==> src/rtl/nfu2_accum_ctrl.sv <==
// NFU-2 partial-sum accumulation controller: collects a programmed number of
// adder-tree tiles per output group and then hands the finished group to NFU-3.

module nfu2_accum_lane #(
   parameter int BIT_WIDTH = 16
) (
   input  logic                 clk,
   input  logic                 rst_n,
   input  logic                 acc_clr,
   input  logic                 acc_ld,
   input  logic                 out_ld,
   input  logic [BIT_WIDTH-1:0] din,
   output logic [BIT_WIDTH-1:0] acc,
   output logic [BIT_WIDTH-1:0] out_data
);
   always_ff @(posedge clk or negedge rst_n) begin
      if (!rst_n) begin
         acc      <= '0;
         out_data <= '0;
      end else begin
         if (acc_clr)     acc <= '0;
         else if (acc_ld) acc <= din;
         if (out_ld) out_data <= din;
      end
   end
endmodule

module nfu2_accum_ctrl #(
   parameter int BIT_WIDTH = 16,
   parameter int Tn        = 16,
   parameter int CNT_WIDTH = 8
) (
   input  logic                    clk,
   input  logic                    rst_n,
   input  logic                    i_start,
   input  logic [CNT_WIDTH-1:0]    i_num_iters,
   input  logic                    i_nfu1_valid,
   output logic                    o_nfu1_ready,
   input  logic [BIT_WIDTH*Tn-1:0] i_nfu2_out,
   output logic [BIT_WIDTH*Tn-1:0] o_partial_sum,
   output logic                    o_out_valid,
   input  logic                    i_out_ready,
   output logic [BIT_WIDTH*Tn-1:0] o_out_data,
   output logic                    o_busy,
   output logic                    o_done,
   output logic [CNT_WIDTH-1:0]    o_iter_cnt
);
   typedef enum logic [1:0] {IDLE, ACCUM, OUTPUT} state_t;

   localparam logic [CNT_WIDTH-1:0] ONE = CNT_WIDTH'(1);

   state_t                             state, state_nxt;
   logic [CNT_WIDTH-1:0]               num_lat;
   logic                               start_go, start_zero, accept, last, handshake;
   logic [Tn-1:0][BIT_WIDTH-1:0]       din_lanes, acc_lanes, out_lanes;

   assign start_go   = (state == IDLE) && i_start && (i_num_iters != '0);
   assign start_zero = (state == IDLE) && i_start && (i_num_iters == '0);
   assign accept     = (state == ACCUM) && i_nfu1_valid;
   assign last       = accept && (o_iter_cnt == num_lat - ONE);
   assign handshake  = (state == OUTPUT) && i_out_ready;

   always_comb begin
      state_nxt = state;
      case (state)
         IDLE:    if (start_go)  state_nxt = ACCUM;
         ACCUM:   if (last)      state_nxt = OUTPUT;
         OUTPUT:  if (handshake) state_nxt = IDLE;
         default:                state_nxt = IDLE;
      endcase
   end

   always_ff @(posedge clk or negedge rst_n) begin
      if (!rst_n) begin
         state      <= IDLE;
         num_lat    <= '0;
         o_iter_cnt <= '0;
         o_done     <= 1'b0;
         o_busy     <= 1'b0;
      end else begin
         state  <= state_nxt;
         // Decoding the next state keeps o_busy aligned with the state register.
         o_busy <= (state_nxt != IDLE);
         o_done <= start_zero || handshake;
         if (start_go) begin
            num_lat    <= i_num_iters;
            o_iter_cnt <= '0;
         end else if (accept) begin
            o_iter_cnt <= o_iter_cnt + ONE;
         end
      end
   end

   assign din_lanes = i_nfu2_out;

   for (genvar g = 0; g < Tn; g++) begin : g_lane
      nfu2_accum_lane #(.BIT_WIDTH(BIT_WIDTH)) u_lane (
         .clk      (clk),
         .rst_n    (rst_n),
         .acc_clr  (start_go),
         .acc_ld   (accept),
         .out_ld   (last),
         .din      (din_lanes[g]),
         .acc      (acc_lanes[g]),
         .out_data (out_lanes[g])
      );
   end

   assign o_partial_sum = acc_lanes;
   assign o_out_data    = out_lanes;
   assign o_nfu1_ready  = (state == ACCUM);
   assign o_out_valid   = (state == OUTPUT);
endmodule
==> config.mk <==
export PLATFORM = sky130hd
export DESIGN_NAME = nfu2_accum_ctrl
export DESIGN_NICKNAME = d
export VERILOG_FILES = /design/src/rtl/nfu2_accum_ctrl.sv
export SDC_FILE = /design/constraint.sdc
export NUM_CORES = 1
export LEC_CHECK = 0
export BUFFER_PORTS_ARGS = -buffer_cell sky130_fd_sc_hd__buf_2
export CAP_MARGIN = 20
export CORE_AREA = 2 2 305 307
export CTS_CLUSTER_DIAMETER = 40
export CTS_CLUSTER_SIZE = 20
export DETAILED_ROUTE_END_ITERATION = 8
export DIE_AREA = 0 0 307 309
export SYNTH_ARGS = -nofsm -noshare
export SYNTH_HDL_FRONTEND = slang
export SYNTH_SLANG_ARGS = --single-unit
export TNS_END_PERCENT = 20
==> constraint.sdc <==
create_clock -name clk -period 6.12 [get_ports clk]
set_input_delay 1.224 -clock clk [delete_from_list [all_inputs] [get_ports clk]]
set_output_delay 1.224 -clock clk [all_outputs]
set_load 0.1 [all_outputs]
==> results.cfg <==
[die]
die_y_um = 309
ios = 793
floorplan.initialDensity = 0.226
dieArea_sq_mm = 0.0949
die_x_um = 307
core-area_sq_mm = 0.0914
num_rows = 111

[routing]
drt-vias-per-instance = 4.27
vias = 16300
drt-total-wl_um = 68700
drt_iter0_drc = 957
ant_nets = 0
drc = 0
wl_per_cell_um = 18.0
first_pass_iters = 5

[yosys]
yosysUniqueCellTypes = 36
yosysWarnings = 0
yosys-top-cells-area = dfrtp_1, mux2_1, nand2_1
synth-edff-count = 0
synthArstFlopShare = 1.00
avgSynthCellArea_sq_um = 11.7
synth-seq-cells = 532
synth_area_leader_cell = dfrtp_1
ys_top_cells_by_count = dfrtp_1, nand2_1, a21oi_1, mux2_1, clkbuf_1
syn_area_sq_mm = 0.0206
netlist_instances = 1763
yosysMostFrequentCell = dfrtp_1
synthFlopType = dfrtp_1
syn_nets = 2034
synth_top_area_frac = 0.646
seq_area_frac_synth = 0.646

[job]
drv_cap = 0

[timing]
fin_crit_ps = 3300
tightestPinTransition_ps = 1090
skew_ps = 22.9
slew_headroom = 0.277
max_freq_ghz = 0.303
rsz0062_at_grt = false
setup_viol = 0
slew_viol_final = 0
tns_ps = 0
final.period_utilization = 0.539
hold_violations = 0

[worst_setup_path]
worst_ep_arrival_time_ps = 3820
critPathTopFamily = buffers and inverters
worst-path-max-fanout = 93
cpMaxStageDelayCell = buf_4
worstSetupStartpointType = flop
path_class = reg2reg
end_kind = flop
max_stage_delay_ps = 530
worstPathCellList = inv_1 > ha_1 > xnor2_1 > and4b_1 > a41o_1 > o211ai_4 > buf_4 > buf_12 > mux2_1
crit_required_ps = 6640
path_buf_inv = 3

[global_route]
track_usage = 0.139
use_met3 = 0.0488
grt_antenna_before_repair = 5
grt_max_degree = 146
top_usage_layer = met2
grt_pass1_wl_um = 102000
grt_util_met2 = 0.229
grt_overflow = 0
gr-usage-met1 = 0.163
grt_pass1_vias = 16700

[cells_and_area]
nFillCells = 9382
fin_nets = 2820
multi_input_area_sq_mm = 0.00671
drive_gt1_frac = 0.388
area_growth_pct = 41.2
regArea_sq_mm = 0.0133

[clock_tree]
cts.repair.resized = 0
ctsHoldBuffers = 0
clk_path_buf_depth = 3
cts_buffers = 90
clockRootBuffer = clkbuf_16
cts_tree = done
cts_setup_buffers = 0
clock_latency_ps = 650
path_clk_slew_ps = 60
clock-sinks = 532
ctsHtreeMaxLevel = 3

[place]
place_hpwl_um = 48200
place.gp.congestion = 0.797
io_buffer_count = 792

[status]
status = finished clean

[worst_hold_path]
min_path_type = reg2reg
==> layout make-up <==
cell class,count,share of cell area
Clock buffer,119,0.0891
Timing Repair Buffer,810,0.145
Inverter,3,0.000387
Antenna cell,7,0.000602
Sequential cell,532,0.457
Multi-Input combinational cell,1112,0.230
Tap cell,1186,0.0510
Clock inverter,48,0.0261
==> path summary, 6_finish.rpt <==
check / start / end / slack [ps] / depth (start not counted)
hold / removal: g_lane[4].u_lane.out_data[0]$_DFFE_PN0P_ / g_lane[4].u_lane.out_data[0]$_DFFE_PN0P_ / 480 / 1
min in group asynchronous: rst_n / g_lane[5].u_lane.acc[5]$_DFFE_PN0P_ / 650 / 1
max in group asynchronous: rst_n / g_lane[15].u_lane.acc[6]$_DFFE_PN0P_ / 4180 / 2
setup / recovery: num_lat[0]$_DFFE_PN0P_ / g_lane[4].u_lane.out_data[8]$_DFFE_PN0P_ / 2820 / 9
hold reg to reg: g_lane[4].u_lane.out_data[0]$_DFFE_PN0P_ / g_lane[4].u_lane.out_data[0]$_DFFE_PN0P_ / 480 / 1
setup reg to reg: num_lat[0]$_DFFE_PN0P_ / g_lane[4].u_lane.out_data[8]$_DFFE_PN0P_ / 2820 / 9
==> metrics by stage <==
| step | hold slack, ps | std cells | setup WS (ps) | util | instance area [sq um] |
|---|---|---|---|---|---|
| final | 481 | 3817 | 2820 | 0.319 | 29100 |
| after floorplan | 502 | 1763 | 3080 | - | 20600 |
| after detailed placement | 475 | 3643 | 2630 | 0.282 | 25700 |
| after CTS | 487 | 3810 | 2770 | 0.318 | 29100 |
| after global routing | 491 | 3811 | 2660 | 0.318 | 29100 |
| after global placement | 468 | 3643 | 2650 | 0.282 | 25700 |
==> registers in the layout, indices dropped and copies added (netlist names) <==
register / flops
state: 2
g_lane.u_lane.out_data: 256
num_lat: 8
o_done: 1
o_iter_cnt: 8
o_busy: 1
g_lane.u_lane.acc: 256
==> cell usage in the layout (no fill, tap or decap), types with 2 or more instances in the layout <==
cell type	instances
dfrtp_1	532
nor2b_1	3
nand2b_1	3
clkbuf_8	19
inv_6	8
clkinv_2	5
nor2_1	9
buf_4	8
xor2_1	7
o21ai_0	7
mux2_2	43
nor4_1	2
clkinvlp_4	12
nand4_1	3
inv_1	3
nor3b_1	2
buf_12	10
clkbuf_1	8
nor3_1	4
diode_2	7
clkinv_16	3
clkinv_4	5
nand2_1	520
buf_2	791
bufinv_16	14
a21oi_1	261
xnor2_1	9
or3_1	2
clkbuf_16	92
mux2_1	218
nand3_1	3
ha_1	2
==> kinds of logic (layout without fill, tap and decap cells) <==
logic type,after synthesis,in the layout,share of synthesized area
buf+inv,119,980,0.0304
mux,261,261,0.143
compound gates,274,274,0.0677
other cells,0,7,0
fa+ha+maj,2,2,0.00121
simple gates,559,559,0.106
xor+xnor,16,16,0.00680
flops,532,532,0.646
==> metal layers <==
layer / vias to the layer above / share of wire
li1: 7487 / -
met1: 8052 / 0.40
met2: 640 / 0.48
met3: 125 / 0.088
met4: 0 / 0.034
met5: - / 0
Power is not shown: default switching activity piles up to over one toggle a cycle in this logic, so the estimate is an artifact.
